<file path="src/rtl/apb_arb_master.sv">
// ---------------------------------------------------------------------------
// apb_arb_master
//   Serialises register-access requests from NUM_REQ local clients onto one
//   APB bus using round-robin arbitration. Each transfer goes through
//   IDLE -> SETUP -> ACCESS. The completion (data, error) is returned to the
//   owning client as a one-cycle req_ack pulse. An ACCESS-phase timeout
//   forces an error completion when the slave never raises pready.
//
// Ports
//   pclk, prst_n          : clock (rising edge), asynchronous active-low reset
//   req_valid/req_write   : per-client request and direction (1 = write)
//   req_addr/wdata/strb   : packed per-client payload, client i at slice i
//   req_ack               : one-hot completion pulse to the owner
//   req_rdata/req_err     : completion data/error, valid only with req_ack
//   busy                  : high while a transfer is in flight
//   gnt_id                : current owner; holds the last owner when idle
//   psel/penable/pwrite   : APB control
//   paddr/pwdata/pstrb    : APB payload, latched at grant
//   prdata/pready/pslverr : APB slave response
// ---------------------------------------------------------------------------
module apb_arb_master #(
    parameter int NUM_REQ    = 2,
    parameter int ADDR_WIDTH = 12,
    parameter int DATA_WIDTH = 32,
    parameter int TIMEOUT    = 16,
    parameter int GNT_W      = $clog2(NUM_REQ)
) (
    input  logic                          pclk,
    input  logic                          prst_n,
    input  logic [NUM_REQ-1:0]            req_valid,
    input  logic [NUM_REQ-1:0]            req_write,
    input  logic [NUM_REQ*ADDR_WIDTH-1:0] req_addr,
    input  logic [NUM_REQ*DATA_WIDTH-1:0] req_wdata,
    input  logic [NUM_REQ*4-1:0]          req_strb,
    output logic [NUM_REQ-1:0]            req_ack,
    output logic [DATA_WIDTH-1:0]         req_rdata,
    output logic                          req_err,
    output logic                          busy,
    output logic [GNT_W-1:0]              gnt_id,
    output logic                          psel,
    output logic                          penable,
    output logic                          pwrite,
    output logic [ADDR_WIDTH-1:0]         paddr,
    output logic [DATA_WIDTH-1:0]         pwdata,
    output logic [3:0]                    pstrb,
    input  logic [DATA_WIDTH-1:0]         prdata,
    input  logic                          pready,
    input  logic                          pslverr
);

    localparam int                CNT_W    = $clog2(TIMEOUT);
    localparam logic [CNT_W-1:0]  CNT_LAST = CNT_W'(TIMEOUT - 1);

    typedef enum logic [1:0] {
        IDLE   = 2'd0,
        SETUP  = 2'd1,
        ACCESS = 2'd2
    } state_t;

    state_t                  r_state;
    state_t                  w_state_nxt;

    logic [GNT_W-1:0]        r_last_gnt;
    logic [GNT_W-1:0]        r_gnt_id;
    logic                    r_write;
    logic [ADDR_WIDTH-1:0]   r_addr;
    logic [DATA_WIDTH-1:0]   r_wdata;
    logic [3:0]              r_strb;
    logic [CNT_W-1:0]        r_cnt;

    logic                    w_found;
    logic [GNT_W-1:0]        w_pick;
    logic                    w_pick_write;
    logic [ADDR_WIDTH-1:0]   w_pick_addr;
    logic [DATA_WIDTH-1:0]   w_pick_wdata;
    logic [3:0]              w_pick_strb;
    logic                    w_done;

    // Round-robin pick: first requester strictly above last_gnt, otherwise
    // wrap to the lowest requester at or below it. This equals an ascending
    // search from last_gnt+1 modulo NUM_REQ without a modulo operator.
    always_comb begin
        w_found = 1'b0;
        w_pick  = r_last_gnt;
        for (int unsigned c = 0; c < NUM_REQ; c++) begin
            if (!w_found && req_valid[c] && (GNT_W'(c) > r_last_gnt)) begin
                w_found = 1'b1;
                w_pick  = GNT_W'(c);
            end
        end
        for (int unsigned c = 0; c < NUM_REQ; c++) begin
            if (!w_found && req_valid[c] && (GNT_W'(c) <= r_last_gnt)) begin
                w_found = 1'b1;
                w_pick  = GNT_W'(c);
            end
        end
    end

    // Payload of the picked client.
    always_comb begin
        w_pick_write = 1'b0;
        w_pick_addr  = '0;
        w_pick_wdata = '0;
        w_pick_strb  = '0;
        for (int unsigned c = 0; c < NUM_REQ; c++) begin
            if (w_pick == GNT_W'(c)) begin
                w_pick_write = req_write[c];
                w_pick_addr  = req_addr[c*ADDR_WIDTH +: ADDR_WIDTH];
                w_pick_wdata = req_wdata[c*DATA_WIDTH +: DATA_WIDTH];
                w_pick_strb  = req_strb[c*4 +: 4];
            end
        end
    end

    // Next-state logic. w_done marks the completing ACCESS cycle; pready
    // takes precedence over the timeout in the same cycle.
    always_comb begin
        w_state_nxt = r_state;
        w_done      = 1'b0;
        unique case (r_state)
            IDLE: begin
                if (w_found) begin
                    w_state_nxt = SETUP;
                end
            end
            SETUP: begin
                w_state_nxt = ACCESS;
            end
            ACCESS: begin
                w_done = pready || (r_cnt == CNT_LAST);
                if (w_done) begin
                    w_state_nxt = IDLE;
                end
            end
            default: begin
                w_state_nxt = IDLE;
            end
        endcase
    end

    always_ff @(posedge pclk or negedge prst_n) begin
        if (!prst_n) begin
            r_state <= IDLE;
        end else begin
            r_state <= w_state_nxt;
        end
    end

    always_ff @(posedge pclk or negedge prst_n) begin
        if (!prst_n) begin
            r_last_gnt <= GNT_W'(NUM_REQ - 1);
            r_gnt_id   <= '0;
            r_write    <= 1'b0;
            r_addr     <= '0;
            r_wdata    <= '0;
            r_strb     <= '0;
            r_cnt      <= '0;
        end else begin
            unique case (r_state)
                IDLE: begin
                    if (w_found) begin
                        r_last_gnt <= w_pick;
                        r_gnt_id   <= w_pick;
                        r_write    <= w_pick_write;
                        r_addr     <= w_pick_addr;
                        r_wdata    <= w_pick_wdata;
                        r_strb     <= w_pick_strb;
                    end
                end
                SETUP: begin
                    r_cnt <= '0;
                end
                ACCESS: begin
                    if (!w_done) begin
                        r_cnt <= r_cnt + CNT_W'(1);
                    end
                end
                default: begin
                end
            endcase
        end
    end

    always_comb begin
        psel      = (r_state == SETUP) || (r_state == ACCESS);
        penable   = (r_state == ACCESS);
        busy      = (r_state != IDLE);
        gnt_id    = r_gnt_id;
        pwrite    = r_write;
        paddr     = r_addr;
        pwdata    = r_wdata;
        pstrb     = r_strb;
        req_ack   = '0;
        req_rdata = '0;
        req_err   = 1'b0;
        if (w_done) begin
            req_ack = NUM_REQ'(1) << r_gnt_id;
            if (pready) begin
                req_rdata = prdata;
                req_err   = pslverr;
            end else begin
                req_err   = 1'b1;
            end
        end
    end

endmodule

</file>
<file path="config.mk">
export PLATFORM = sky130hd
export DESIGN_NAME = apb_arb_master
export DESIGN_NICKNAME = d
export VERILOG_FILES = /design/src/rtl/apb_arb_master.sv
export SDC_FILE = /design/constraint.sdc
export NUM_CORES = 1
export LEC_CHECK = 0
export CELL_PAD_IN_SITES_DETAIL_PLACEMENT = 2
export CELL_PAD_IN_SITES_GLOBAL_PLACEMENT = 2
export CORE_ASPECT_RATIO = 1.2
export CORE_UTILIZATION = 20
export CTS_BUF_LIST = sky130_fd_sc_hd__clkbuf_2
export DETAILED_ROUTE_END_ITERATION = 12
export MAX_ROUTING_LAYER = met4
export PLACE_DENSITY = 0.87
export SETUP_SLACK_MARGIN = 0.5
export SLEW_MARGIN = 0
export SYNTH_ARGS = -nofsm -noshare
export SYNTH_HDL_FRONTEND = slang
export SYNTH_SLANG_ARGS = --single-unit
</file>
<file path="constraint.sdc">
create_clock -name pclk -period 4.3 [get_ports pclk]
set_input_delay 0.86 -clock pclk [delete_from_list [all_inputs] [get_ports pclk]]
set_output_delay 0.86 -clock pclk [all_outputs]
set_load 0.02 [all_outputs]
</file>
==> summary.md <==
| Metric | Value |
|---|---|
| Routed wire length | 14.3 mm |
| Crit-path max FO | 35 |
| Worst-skew pair later-pin latency | 0.49 ns |
| Post-Synthesis Cells | 366 |
| DRT Pass-1 Iters | 4 |
| Inst Count DP | 759 |
| CP max-delay cell | clkdlybuf4s50_1 |
| Worst VDD drop | 0.245 mV |
| Grt ovf | 0 |
| Final hold vios | 0 |
| Arr. time, crit path | 2.53 ns |
| Clk sinks | 57 |
| DRT iter0 DRCs | 83 |
| Largest net degree at the start of global routing | 103 |
| Die height | 140 um |
| IO Pins | 224 |
| Slew Limit Headroom | 0.180 |
| RSZ-0062 raised after global routing | false |
| Critical Path, Cell by Cell | clkdlybuf4s50_1 -> buf_4 -> a31oi_4 -> and3b_1 -> clkdlybuf4s50_1 |
| Pwr dens | 617 mW/mm2 |
| CTS H-tree lvls | 3 |
| Final Max Tran Viols | 0 |
| Area grow syn2layout | 75.6% |
| Leak Pwr | 2.25 nW |
| WP data required | 3.44 ns |
| Worst R2R End | pwdata[29] |
| Fin cells | 776 |
| Seq/Total Area, Yosys | 0.450 |
| GRT Overall Usage | 0.178 |
| Antenna Violating Nets Remaining | 0 |
| Reg2reg start | r_last_gnt |
| Total CTS buffers | 9 |
| Part of the cycle the worst path needs | 0.789 |
| CP max stage delay | 0.59 ns |
| Total negative slack | 0 ns |
| Synth Register Bits | 57 |
| Clock-pin slew on the worst setup and hold paths | 0.19 ns |
| Synth Net Count | 507 |
| Synth warnings | 0 |
| GPL Wtd Cong | 0.754 |
| CP endpoint kind | output pin |
| Worst setup SP type | primary input |
| Vias in the first global route | 4005 |
| Internal reg-to-reg setup slack | 2.14 ns |
| CTS tree | yes |
| Via density | 4.78 |
| Via count | 3706 |
| Final HPWL DP | 10.2 mm |
| Syn Area/Cell | 8.67 um2 |
| Initial antenna violation count | 1 |
| Synth unique cells | 27 |
| Number of port buffers | 223 |
| First-pass GRT wire length | 21.4 mm |
| WL/cell | 18.4 um |
| Cell mode on critical path | clkdlybuf4s50_1 |
| Setup bufs post-CTS | 0 |
| Nets | 703 |
| Initial Utilization | 0.204 |
| Setup violators final | 0 |
| Clk buf depth | 2 |
| Slew @ Worst Pin | 1.23 ns |
| CTS Root Buffer Type | clkbuf_2 |
| Row count | 50 |
| Mapped cell area | 0.00317 mm2 |
| Core area | 0.0156 mm2 |
| Fmax | 295 MHz |
| Share of cells above drive strength 1 | 0.0476 |
| Minimum clock period | 3.39 ns |
| Reg2Reg Depth | 3 |
| Outcome | finished, final reports clean |
| Chip width | 117 um |
| Maxcap violations | 0 |
| CTS Hold Bufs | 0 |
| Die ar. | 0.0164 mm2 |
| Worst Skew | 0.0492 ns |
| DRC | 0 |
| Crit Path Class | in -> out |
| Hold Path Class | in -> async |
area by class of cell:
| cell class | instances | area, um2 |
|---|---|---|
| Clock buffer | 9 | 45.0 |
| Timing Repair Buffer | 225 | 2240 |
| Sequential cell | 57 | 1430 |
| Antenna cell | 1 | 2.50 |
| Multi-Input combinational cell | 266 | 1500 |
| Inverter | 3 | 11.3 |
| Fill cell | 1723 | 10000 |
| Tap cell | 208 | 260 |
| Clock inverter | 7 | 85.1 |
Yosys cell counts (all sizes together):
cell type / instances / share of area
inv: 3 / 0.0035
nand2: 5 / 0.0059
a22oi: 1 / 0.0039
dfrtp: 56 / 0.44
ha: 5 / 0.020
a31oi: 52 / 0.11
buf: 31 / 0.069
clkbuf: 9 / 0.011
and3b: 1 / 0.0028
a31o: 1 / 0.0028
and2b: 1 / 0.0032
and2: 1 / 0.0020
nor2: 52 / 0.061
nand2b: 3 / 0.0059
o21ai: 50 / 0.079
mux2i: 3 / 0.0095
mux2: 2 / 0.0071
dfstp: 1 / 0.0083
nor2b: 1 / 0.0028
o21a: 1 / 0.0028
nand3: 52 / 0.082
nor3b: 1 / 0.0024
and3: 34 / 0.067
layer usage:
layer	vias up	wire length [um]	global-route usage
met5	-	0	-
li1	1710	-	-
met4	0	246	0.0533
met1	1810	5360	0.177
met3	23	871	0.0363
met2	163	7790	0.338
cells in the final DEF, fill, tap and decap left out, drive strengths merged:
master,instances
clkdlybuf4s50,222
dfrtp,56
nand3,52
nor2,52
a31oi,52
o21ai,50
and3,34
clkbuf,9
nand2,5
ha,5
clkinv,4
inv,3
mux2i,3
nand2b,3
buf,3
mux2,2
bufinv,2
diode,1
nor3b,1
and2,1
and3b,1
o21a,1
and2b,1
nor2b,1
a22oi,1
a31o,1
clkinvlp,1
dfstp,1
sequential cells by signal, summed over array words and instances (netlist names):
signal / flops
gnt_id: 1
paddr: 12
pstrb: 4
pwdata: 32
pwrite: 1
r_cnt: 4
r_last_gnt: 1
r_state: 2
cells by family (layout without fill, tap and decap cells):
family,Yosys count,count (layout),synth area share
flip-flops,57,57,0.450
multiplexers,5,5,0.0166
AND/OR/NAND/NOR,151,151,0.235
adder cells (fa/ha/maj),5,5,0.0197
other,0,1,0
buffers and inverters,43,244,0.0832
AO/OA/AOI/OAI,105,105,0.196
power breakdown:
part           total (mW)  switching, mW  internal, mW
registers           0.964          0.159         0.804
clock network       0.406          0.219         0.187
logic                2.07           1.17         0.899
worst max path at each step:
stage / start / endpoint / depth (start not counted)
final: pready / req_ack[1] / 5
after global routing: r_state[0] / req_rdata[7] / 4
after CTS: r_state[0] / req_rdata[14] / 4
after detailed placement: pready / req_ack[1] / 5
after global placement: pready / req_ack[0] / 5
after floorplan: r_state[0] / req_ack[0] / 5
stage by stage:
step	power, mW	hold WS [ns]	worst slack [ns]	area [um2]	utilization
after floorplan	2.14	0.466	1.65	3170	-
after CTS	3.51	0.465	0.516	5570	0.358
after detailed placement	3.08	0.523	0.890	5440	0.349
after global routing	3.69	0.486	0.743	5580	0.358
after global placement	2.96	0.493	0.936	5440	0.349
final	3.44	0.506	0.907	5580	0.358
what timing repair did:
item / CTS / global route
resized for setup: 0 / 1
setup endpoints to repair: 0 / 36
hold endpoints to repair: 0 / 0
worst max-delay path, delay by kind of cell:
family | cells | cell delay [ns]
AOI/OAI and AO/OA | 1 | 0.09
buffers and inverters | 3 | 1.33
and+or+nand+nor | 1 | 0.24
No activity file was read; power rests on OpenSTA's default activity.
==> variant 1, RTL diff (same flow settings) <==
The 3 states of `state_t` get a one-hot encoding in 3 bits.
--- a/src/rtl/apb_arb_master.sv
+++ b/src/rtl/apb_arb_master.sv
@@ -53,6 +53,6 @@
 
-    typedef enum logic [1:0] {
-        IDLE   = 2'd0,
-        SETUP  = 2'd1,
-        ACCESS = 2'd2
+    typedef enum logic [2:0] {
+        IDLE   = 3'b001,
+        SETUP  = 3'b010,
+        ACCESS = 3'b100
     } state_t;
Behaviour: no difference found for any inputs over 10 cycles, from zero or initial values and one cycle with prst_n low; not proved beyond that.
==> variant 1 against the original RTL <==
- power grew 0.35%
- clock skew increased by 0.0084 ns
- global-route usage increased by 1.1 points
- routed wire length grew 10%
- clock power shrank 16%
- worst setup slack worse by 0.20 ns
- cell area rose by 2.3%
- synthesized area up 3.9%
- sequential cell count rose by 1
- largest cell class unchanged
- largest power group unchanged
==> variant 1: results (changes against the original RTL) <==
Outcome
  • Status: completed (unchanged)

Critical path
  • Reg2Reg Setup Slack: 2.23 ns (was 2.14 ns)
  • Maximum fanout along the worst path: 12 (was 35)

Worst hold path
  • Worst Hold Class: in -> async (unchanged)

Yosys
  • Asr flop ratio synth: 1.000 (unchanged)
  • Net Count, Synth: 523 (was 507)
  • Commonest cells post-synth: 56 x a21oi_1, 56 x dfrtp_1, 53 x a31oi_1 (was 56 x dfrtp_1, 52 x nand3_1, 52 x nor2_1)
  • Cell variety after synth: 37 (was 27)
  • Top FF cell, synth: dfrtp_1 (unchanged)
  • Synth top area cells: dfrtp_1 43%, a31oi_1 10%, a21oi_1 8.5%, nand3_1 7.4%, o21ai_0 7.4% (was dfrtp_1 44%, a31oi_1 10%, nand3_1 8.2%, and3_1 6.7%, nor2_1 6.1%)
  • Seq/Total Area, Yosys: 0.4410 (was 0.4497)
  • Yosys warns: 0 (unchanged)

Routing
  • Number of DRC markers in iteration 0: 115 (was 83)
  • Via density: 4.969 (was 4.776)
  • WL final: 15710 um (was 14270 um)

Power and ir drop
  • Leak Pwr: 0.002234 uW (was 0.002248 uW)
  • Peak supply drop: 0.0001917 V (was 0.0002445 V)

STA
  • Fmax: 0.2780 GHz (was 0.2947 GHz)
  • Fin Setup TNS: 0 ns (unchanged)
  • Slew @ Worst Pin: 1.190 ns (was 1.227 ns)
  • Skew final: 0.05756 ns (was 0.04920 ns)

Cells and area
  • Fill cells: 1795 (was 1723)
  • P&R area growth vs syn: 72.94% (was 75.64%)
  • Layout Nets: 715 (was 703)
  • Layout cells sized above 1: 0.05326 (was 0.04762)
  • Diodes inserted: 0 (was 1)

Global routing
  • Initial antenna violation count: 0 (was 1)
  • Largest net degree at the start of global routing: 52 (was 103)
  • Vias in the first global route: 4403 (was 4005)
  • GRT Total Usage: 0.1883 (was 0.1776)
  • First-pass GRT wire length: 23870 um (was 21400 um)

Placed design
  • DP HPWL: 11410 um (was 10240 um)
  • Port bufs: 223 (unchanged)
  • Placed cell areas: 5594 sq um (was 5440 sq um)
  • Pre-CTS setup slack: 0.6924 ns (was 0.8902 ns)
  • GPL Wtd Cong: 0.7510 (was 0.7536)

Clock tree
  • Clk slew on worst S/H paths: 0.21 ns (was 0.19 ns)
  • Post-CTS setup buffers: 0 (unchanged)
  • Clk_lat worst skew: 0.49 ns (about the same)
  • CTS root buf: clkbuf_2 (unchanged)
## variant 1: cell families after synthesis
kind of cell | after synthesis | synth area share
fa+ha+maj | 1 | 0.003794
simple gates | 107 | 0.1882
buf+inv | 52 | 0.08311
flops | 58 | 0.4410
compound gates | 168 | 0.2839
## variant 1: worst paths after layout
kind | start | end | cells past startpoint
min | prst_n | pwdata[25]$_DFFE_PN0P_ | 1
min in group pclk | pstrb[3]$_DFFE_PN0P_ | pstrb[3]$_DFFE_PN0P_ | 2
max in group asynchronous | prst_n | pwdata[20]$_DFFE_PN0P_ | 2
max reg2reg | r_last_gnt$_DFFE_PN1P_ | pstrb[0]$_DFFE_PN0P_ | 3
max | pready | req_ack[1] | 4
min reg2reg | pstrb[3]$_DFFE_PN0P_ | pstrb[3]$_DFFE_PN0P_ | 2
## variant 1: worst max-delay path, cell delays in order
cell and delay [ns]:
clkdlybuf4s50_1 0.59, a31oi_1 0.58, nor3b_1 0.13, clkdlybuf4s50_1 0.57
## variant 1: report_power, final
part | internal [uW] | total (uW) | switching [uW]
sequential | 825 | 1030 | 208
combinational | 890 | 2080 | 1190
clock | 128 | 341 | 212
total | 1840 | 3450 | 1610
## variant 1: area by class of cell
| cell class | count | share of cell area |
|---|---|---|
| timing repair buffer | 228 | 0.3994 |
| multi-input combinational | 276 | 0.2769 |
| sequential | 58 | 0.2550 |
| tap | 212 | 0.04652 |
| clock inverter | 6 | 0.01031 |
| clock buffer | 9 | 0.007900 |
| inverter | 5 | 0.003950 |
## variant 1: metrics by stage
stage	total power [uW]	instances	hold WS, ns
after CTS	3523	794	0.2592
after global routing	3705	794	0.2668
final	3455	794	0.3144
after floorplan	2226	386	0.5188
after detailed placement	3155	779	0.5413
after global placement	3053	779	0.5306
## variant 1: what timing repair did
action	4_1_cts	5_1_grt
pin swaps	0	0
setup endpoints to repair	32	2
hold buffers	0	0
gates resized for setup	1	0
## variant 1: metal layers
layer	global-route usage	vias to the layer above	routed length, um	part of all wire
met2	0.3491	181	8341	0.53
met3	0.04912	9	1095	0.070
li1	-	1825	-	-
met5	-	-	0	0
met1	0.2006	1930	6137	0.39
met4	0.03664	0	133	0.0085
==> variant 2, RTL diff (config.mk and constraints unchanged) <==
Made on the original files. The parameter `DATA_WIDTH` goes from 32 to 36.
--- a/src/rtl/apb_arb_master.sv
+++ b/src/rtl/apb_arb_master.sv
@@ -23,3 +23,3 @@
     parameter int ADDR_WIDTH = 12,
-    parameter int DATA_WIDTH = 32,
+    parameter int DATA_WIDTH = 36,
     parameter int TIMEOUT    = 16,
Ports: changed (resized prdata, pwdata, req_rdata and req_wdata); port bits go from 224 to 244. The function was not compared with the original's and may differ.
==> variant 2 against the original RTL <==
- worst setup slack got worse by 0.056 ns
- combinational power increased by 8%
- synthesized area increased by 5.8%
- cell area increased by 6.7%
- clock power decreased by 30%
- sequential cell count increased by 4
- power increased by 2.9%
- routed wire length increased by 9.0%
- largest power group unchanged
==> variant 2: results (changes against the original RTL) <==
Outcome
  • Status: completed (unchanged)

Routing
  • Number of DRC markers in iteration 0: 112 (was 83)
  • Via density: 4.838 (was 4.776)
  • Detailed-route wire length per cell: 18.84 um (was 18.39 um)

Global routing
  • Vias in the first global route: 4353 (was 4005)
  • GRT Total Usage: 0.1831 (was 0.1776)
  • Largest net degree at the start of global routing: 111 (was 103)
  • First-pass GRT wire length: 23600 um (was 21400 um)

Critical path
  • Crit-path max cell delay: 0.64 ns (was 0.59 ns)
  • Cell count of the worst reg-to-reg path: 5 (was 3)
  • Critical Path Sink: req_ack[0] (was req_ack[1])
  • Worst Path Arrival: 2.59 ns (was 2.53 ns)
  • Critical Path Source: r_state[0]$_DFFE_PN0P_ (was pready)
  • Maximum fanout along the worst path: 25 (was 35)
  • R2R Path End: paddr[11]$_DFFE_PN0P_ (was pwdata[29]$_DFFE_PN0P_)
  • Reg2Reg Setup Slack: 2.11 ns (was 2.14 ns)

Yosys
  • Synth top area cells: dfrtp_1 45%, a31oi_1 10%, nand3_1 8.3%, and3_1 7.1%, o21ai_0 7.0% (was dfrtp_1 44%, a31oi_1 10%, nand3_1 8.2%, and3_1 6.7%, nor2_1 6.1%)
  • Compound-Gate Fraction of Synth Area: 0.1964 (was 0.1955)
  • Commonest cells post-synth: 60 x dfrtp_1, 56 x nand3_1, 56 x nor2_1 (was 56 x dfrtp_1, 52 x nand3_1, 52 x nor2_1)
  • Post-Synthesis Cells: 393 (was 366)
  • Post-Synth Adder-Cell Area: 0.01864 (was 0.01971)
  • Synth Register Bits: 61 (was 57)
  • Net Count, Synth: 546 (was 507)
  • Seq/Total Area, Yosys: 0.4551 (was 0.4497)

Cells and area
  • CLK BUF: 10 (was 9)
  • Signal buffers: 249 (was 225)
  • Fill cells: 1847 (was 1723)
  • Layout cells sized above 1: 0.04568 (was 0.04762)
  • Clk tree area frac: 0.01136 (was 0.02334)
  • Multi-Input Combinational: 286 (was 266)
  • Layout non-clock buf frac: 0.4157 (was 0.4022)
  • FF/Latch Area: 1528 sq um (was 1428 sq um)
  • Max reg flops: 36 (was 32)

Placed design
  • Dpl cells: 811 (was 759)
  • DP HPWL: 11660 um (was 10240 um)
  • Pre-CTS setup slack: 0.8798 ns (was 0.8902 ns)
  • GPL Wtd Cong: 0.7209 (was 0.7536)
  • Placed cell areas: 5876 sq um (was 5440 sq um)
  • Port bufs: 243 (was 223)

Power and ir drop
  • Peak supply drop: 0.0002200 V (was 0.0002445 V)
  • PD cells: 595.8 nW/um^2 (was 617.5 nW/um^2)
  • Combinational Power Share: 0.629 (was 0.602)
  • Leak Pwr: 0.002412 uW (was 0.002248 uW)
  • Pint: 1903 uW (was 1891 uW)
  • Part of the power in registers: 0.291 (was 0.280)

STA
  • Skew final: 0.03511 ns (was 0.04920 ns)
  • Max-Slew Margin vs Limit: 0.2298 (was 0.1801)

Die
  • Well-Tap Cells: 212 (was 208)
==> variant 2: routing by layer <==
metal | vias to the layer above | global-route usage | part of all wire
li1 | 1847 | - | -
met1 | 1940 | 0.1799 | 0.37
met2 | 189 | 0.3439 | 0.53
met3 | 20 | 0.05357 | 0.079
met4 | 0 | 0.05848 | 0.018
met5 | - | - | 0
==> variant 2: how the worst min path moves through the flow <==
stage	from	end	slack, ns	depth (start not counted)
floorplan	r_cnt[0]$_DFFE_PN0P_	r_cnt[0]$_DFFE_PN0P_	0.47	1
global placement	r_cnt[0]$_DFFE_PN0P_	r_cnt[0]$_DFFE_PN0P_	0.49	1
detailed placement	r_cnt[0]$_DFFE_PN0P_	r_cnt[0]$_DFFE_PN0P_	0.52	1
CTS	prst_n	pwdata[1]$_DFFE_PN0P_	0.39	1
global route	prst_n	pwdata[1]$_DFFE_PN0P_	0.40	1
finish	prst_n	pwdata[1]$_DFFE_PN0P_	0.42	1
